[config.mk]
export PLATFORM = sky130hd
export DESIGN_NAME = uart_tx_arbiter
export DESIGN_NICKNAME = d
export VERILOG_FILES = /design/src/rtl/uart_tx_pkg.sv /design/src/rtl/rr_arbiter.sv /design/src/rtl/uart_tx_arbiter.sv
export SDC_FILE = /design/constraint.sdc
export NUM_CORES = 1
export LEC_CHECK = 0
export ABC_AREA = 0
export BUFFER_PORTS_ARGS = -buffer_cell sky130_fd_sc_hd__buf_2
export CAP_MARGIN = 25
export CORE_MARGIN = 1.5
export CORE_UTILIZATION = 48
export CTS_CLUSTER_DIAMETER = 40
export CTS_CLUSTER_SIZE = 30
export DETAILED_ROUTE_END_ITERATION = 7
export GPL_ROUTABILITY_DRIVEN = 0
export PLACE_DENSITY = 0.83
export SLEW_MARGIN = 20
export SYNTH_ARGS = -nofsm -noshare
export SYNTH_HDL_FRONTEND = slang
export SYNTH_SLANG_ARGS = --single-unit
[constraint.sdc]
create_clock -name CLK -period 2.35 [get_ports CLK]
set_input_delay 0 -clock CLK [delete_from_list [all_inputs] [get_ports CLK]]
set_output_delay 0 -clock CLK [all_outputs]
set_load 0.02 [all_outputs]
[src/rtl/uart_tx_pkg.sv]
// uart_tx_pkg: shared FSM encodings and constants for the UART transmit arbiter
package uart_tx_pkg;
  typedef enum logic [2:0] {
    IDLE      = 3'd0,
    START     = 3'd1,
    WAIT_BUSY = 3'd2,
    SEND      = 3'd3,
    COMPLETE  = 3'd4
  } state_t;
  localparam int DEF_DATA_WIDTH = 8;
  localparam logic PAR_EVEN = 1'b0;
  localparam logic PAR_ODD = 1'b1;
endpackage

[src/rtl/rr_arbiter.sv]
// rr_arbiter: combinational round-robin pick, searching upward from the slot after i_last
module rr_arbiter #(
  parameter int NUM_REQ = 4,
  parameter int IW = $clog2(NUM_REQ)
) (
  input  logic [NUM_REQ-1:0] i_req,
  input  logic [IW-1:0]      i_last,
  output logic [NUM_REQ-1:0] o_gnt,
  output logic               o_valid
);
  logic [NUM_REQ-1:0] w_mask;
  logic [NUM_REQ-1:0] w_mreq;
  // w_mask keeps only slots above i_last; the shift overflows to zero when i_last is the top slot
  assign w_mask = ~((NUM_REQ'(2) << i_last) - NUM_REQ'(1));
  assign w_mreq = i_req & w_mask;
  assign o_gnt = |w_mreq ? w_mreq & (~w_mreq + NUM_REQ'(1)) : i_req & (~i_req + NUM_REQ'(1));
  assign o_valid = |i_req;
endmodule

[src/rtl/uart_tx_arbiter.sv]
// uart_tx_arbiter: round-robin sharing of one UART transmitter with launch, busy tracking and timeout
module uart_tx_arbiter
  import uart_tx_pkg::*;
#(
  parameter int NUM_REQ = 4,
  parameter int DATA_WIDTH = DEF_DATA_WIDTH,
  parameter int BUSY_TIMEOUT = 16
) (
  input  logic                          CLK,
  input  logic                          RST,
  input  logic [NUM_REQ-1:0]            REQ,
  input  logic [NUM_REQ*DATA_WIDTH-1:0] REQ_DATA,
  input  logic [NUM_REQ-1:0]            REQ_PAR_EN,
  input  logic [NUM_REQ-1:0]            REQ_PAR_TYP,
  input  logic                          TX_BUSY,
  output logic [DATA_WIDTH-1:0]         P_DATA,
  output logic                          Data_valid,
  output logic                          PAR_EN,
  output logic                          PAR_TYP,
  output logic [NUM_REQ-1:0]            GNT,
  output logic [NUM_REQ-1:0]            DONE,
  output logic                          ERR
);
  localparam int IW = $clog2(NUM_REQ);
  localparam int CW = $clog2(BUSY_TIMEOUT + 1);
  state_t                r_state;
  logic [CW-1:0]         r_cnt;
  logic [IW-1:0]         r_last, r_idx, w_idx;
  logic [NUM_REQ-1:0]    w_gnt, r_gnt, r_done;
  logic                  w_valid, r_dv, r_pe, r_pt, r_err;
  logic [DATA_WIDTH-1:0] w_data, r_data;
  rr_arbiter #(.NUM_REQ(NUM_REQ)) u_rr (
    .i_req  (REQ),
    .i_last (r_last),
    .o_gnt  (w_gnt),
    .o_valid(w_valid)
  );
  always_comb begin
    w_idx = '0;
    w_data = '0;
    for (int k = 0; k < NUM_REQ; k++) if (w_gnt[k]) begin
      w_idx = IW'(k);
      w_data = REQ_DATA[DATA_WIDTH*k +: DATA_WIDTH];
    end
  end
  always_ff @(posedge CLK or negedge RST) begin
    if (!RST) begin
      r_state <= IDLE;
      r_cnt   <= '0;
      r_last  <= IW'(NUM_REQ - 1);
      r_idx   <= '0;
      r_gnt   <= '0;
      r_done  <= '0;
      r_data  <= '0;
      r_dv    <= 1'b0;
      r_pe    <= 1'b0;
      r_pt    <= 1'b0;
      r_err   <= 1'b0;
    end else begin
      case (r_state)
        IDLE: if (w_valid && !TX_BUSY) begin
          r_gnt   <= w_gnt;
          r_idx   <= w_idx;
          r_data  <= w_data;
          r_pe    <= |(REQ_PAR_EN & w_gnt);
          r_pt    <= |(REQ_PAR_TYP & w_gnt);
          r_dv    <= 1'b1;
          r_state <= START;
        end
        START: begin
          r_dv    <= 1'b0;
          r_cnt   <= '0;
          r_state <= WAIT_BUSY;
        end
        WAIT_BUSY: if (TX_BUSY) r_state <= SEND;
        else if (r_cnt == CW'(BUSY_TIMEOUT - 1)) begin
          r_done  <= r_gnt;
          r_err   <= 1'b1;
          r_state <= COMPLETE;
        end else r_cnt <= r_cnt + CW'(1);
        SEND: if (!TX_BUSY) begin
          r_done  <= r_gnt;
          r_state <= COMPLETE;
        end
        COMPLETE: begin
          r_gnt   <= '0;
          r_done  <= '0;
          r_err   <= 1'b0;
          r_last  <= r_idx;
          r_state <= IDLE;
        end
        default: r_state <= IDLE;
      endcase
    end
  end
  assign P_DATA = r_data;
  assign Data_valid = r_dv;
  assign PAR_EN = r_pe;
  assign PAR_TYP = r_pt;
  assign GNT = r_gnt;
  assign DONE = r_done;
  assign ERR = r_err;
endmodule

==> results.toml <==
[routing]
drt_iter0_drc = 190
drt-total-wl_mm = 4.714
vias_per_cell = 5.541
vias = 1773
wl_per_cell_um = 14.73
dr.pass1.iters = 4
drcViolationCount = 0
detail-route-antenna-nets = 0

[flow_run]
maxCapViolations = 0

[timing]
finClkSkew_ns = 0.004868
worstMarginPinSlew_ns = 0.7123
finalSetupViolCount = 0
fmax_mhz = 448.0
maxSlewHeadroom = 0.5251
hold_viol = 0
fin_setup_tns_ns = 0
post-route-period-util = 0.9498
hold_slack_ns = 0.05528
period_minus_slack_ns = 2.232
rsz0062_at_grt = "false"
slew_violations = 0

[clock_network]
cts_num_sinks = 32
clk_pin_slew_ns = 0.10
clk_latency_ns = 0.33
tritoncts = "built"
cts_root_buffer = "clkbuf_4"
cts_buffers = 5
post-cts-setup-buffers = 0
clockBufferDepth = 2
htree_levels = 2

[outcome]
status = "finished clean"

[critical_path]
cp-start-kind = "flop"
reg2reg_depth = 5
required_ns = 2.57
cp.arrival_ns = 2.45
critPathKind = "flop to flop"
r2r_end = "P_DATA[7]"
endpoint = "P_DATA[7]"
r2r_start = "r_last[0]"
crit_path_end_kind = "flop"
crit_start = "r_last[0]"
reg2reg_slack_ns = 0.12
path_max_fanout = 8

[die]
fp-row-count = 21
start_util = 0.5060
die_x_um = 62.54
ios = 67
coreArea_um2 = 3363
dieArea_um2 = 3911
die_h_um = 62.54

[synth]
synth_xor_area_frac = 0.005147
synth_cell_types = 37
avgSynthCellArea_um2 = 9.350
post_synth_fa_ha_maj_area_fraction = 0.01471
synthesis.nets = 231
netlist_top_cells_count = "dfrtp_1, nand2_1, nor2_1, o21ai_0, a21oi_1"
synth_edf_count = 0
ys_seq_elements = 32
yosysTopAreaCell = "dfrtp_1"
ys.flop_type = "dfrtp_1"
synth_most_common_cell = "dfrtp_1"
synth_cells = 182
synth_top_area_frac = 0.4412
syn_area_um2 = 1702
muxShareOfSynthArea = 0.005882
synth_top_family_by_area = "compound AO/OA/AOI/OAI gates"
synth.top_cells.by_area = "dfrtp_1, nand2_1, o21ai_0"
postSynth.asyncResetShare = 1.000
synth-compound-area-share = 0.2566
yosysSeqAreaShare = 0.4721
yosys_warnings = 0
yosys.area_share.simple = 0.1934

[layout]
layout-area-overhead-vs-synth_pct = 37.87
fin_nets = 322
fill_cells = 263
antenna_cells = 0
drive_above_1_share = 0.3139

[global_route]
grtUsageTotal = 0.2542
grt_first_pass_wirelength_mm = 7.872
antenna_found_initial = 0
overflow = 0
grt_max_degree = 33
first_global_vias = 1762

[pwr]
ir_worst_vdd_mv = 0.6168
p_leak_nw = 1.095
power.density_nw_per_um2 = 1136

[placed_design]
port_buffers = 66
hpwl_mm = 3.041

[hold_path]
hold_class = "primary input to flop"
## state kept, by name (all words and copies together), names as in the netlist, 2 cells and up
| register | cells |
|---|---|
| r_last | 2 |
| DONE | 4 |
| r_idx | 2 |
| r_cnt | 5 |
| P_DATA | 8 |
| r_state | 3 |
| GNT | 4 |
## worst min-delay path by stage
stage | from | slack [ns] | to | cells past startpoint
4_1_cts | REQ_DATA[21] | 0.01 | P_DATA[5] | 3
5_1_grt | TX_BUSY | 0.06 | r_state[0] | 3
3_5_place_dp | RST | 0.1 | Data_valid | 1
3_3_place_gp | RST | 0.09 | Data_valid | 1
6_report | REQ_DATA[21] | 0.06 | P_DATA[5] | 3
2_1_floorplan | RST | -0.30 | DONE[0] | 0
## placed cells by master, fill, tap and decap left out, drive strengths merged, types with 4 or more instances in the layout
cell and n:
a21oi 14, or2b 5, a22oi 9, a32o 4, inv 5, nand2 23, o31ai 8, nand3 6
o21ai 15, dfrtp 30, dlygate4sd3 23, nor2 17, a31oi 8, nand2b 6, buf 70, clkbuf 7
## kinds of logic after synthesis
logic type      count (synthesis)
simple gates                   67
compound gates                 65
flops                          32
buf+inv                        14
fa+ha+maj                       2
xor+xnor                        1
mux                             1
## per-layer routing
| layer | up-vias | global-route usage | share of wire |
|---|---|---|---|
| li1 | 855 | - | - |
| met1 | 838 | 0.3115 | 0.41 |
| met2 | 65 | 0.4382 | 0.52 |
| met3 | 15 | 0.05225 | 0.045 |
| met4 | 0 | 0.1000 | 0.029 |
| met5 | - | 0 | 0 |
## final cells by class
cell class / instances / area, um2 / share of cell area
multi-input cells: 136 / 825.8 / 0.3520
flip-flops and latches: 32 / 803.3 / 0.3424
repair buffers: 93 / 590.6 / 0.2517
well taps: 46 / 57.56 / 0.02453
clock buffers: 7 / 45.04 / 0.01920
inverters: 5 / 18.77 / 0.008000
clock inverters: 1 / 5.005 / 0.002133
## metrics by stage
stage | util | total power, W | cell area [um2] | std cells | setup slack, ns
3_5_place_dp | 0.6094 | 0.002176 | 2049 | 289 | 0.3040
3_3_place_gp | 0.6094 | 0.002128 | 2049 | 289 | 0.3988
6_report | 0.6975 | 0.002665 | 2346 | 320 | 0.1180
5_1_grt | 0.6975 | 0.002860 | 2346 | 320 | 0.004642
2_1_floorplan | - | 0.001810 | 1702 | 182 | 0.4912
4_1_cts | 0.6927 | 0.002621 | 2330 | 320 | 0.01754
## worst max-delay path, stage by stage (launching register included)
cell and delay, ns:
dfstp_2 0.60, nor2_1 0.09, o311a_1 0.39, nor2_2 0.33, a31oi_1 0.14, dlygate4sd3_1 0.57
## power by group
group / switching (W) / internal (W) / total (W)
Combinational: 0.000797 / 0.000603 / 0.00140
Sequential: 0.000168 / 0.000792 / 0.000961
Clock: 0.000188 / 0.000117 / 0.000305
## timing repair
action / in CTS / in global routing
endpoints found under the hold margin: 40 / 0
hold buffers: 23 / 0
setup endpoints to repair: 0 / 7
gates resized for setup: 0 / 5
No activity file was read; power rests on OpenSTA's default activity.
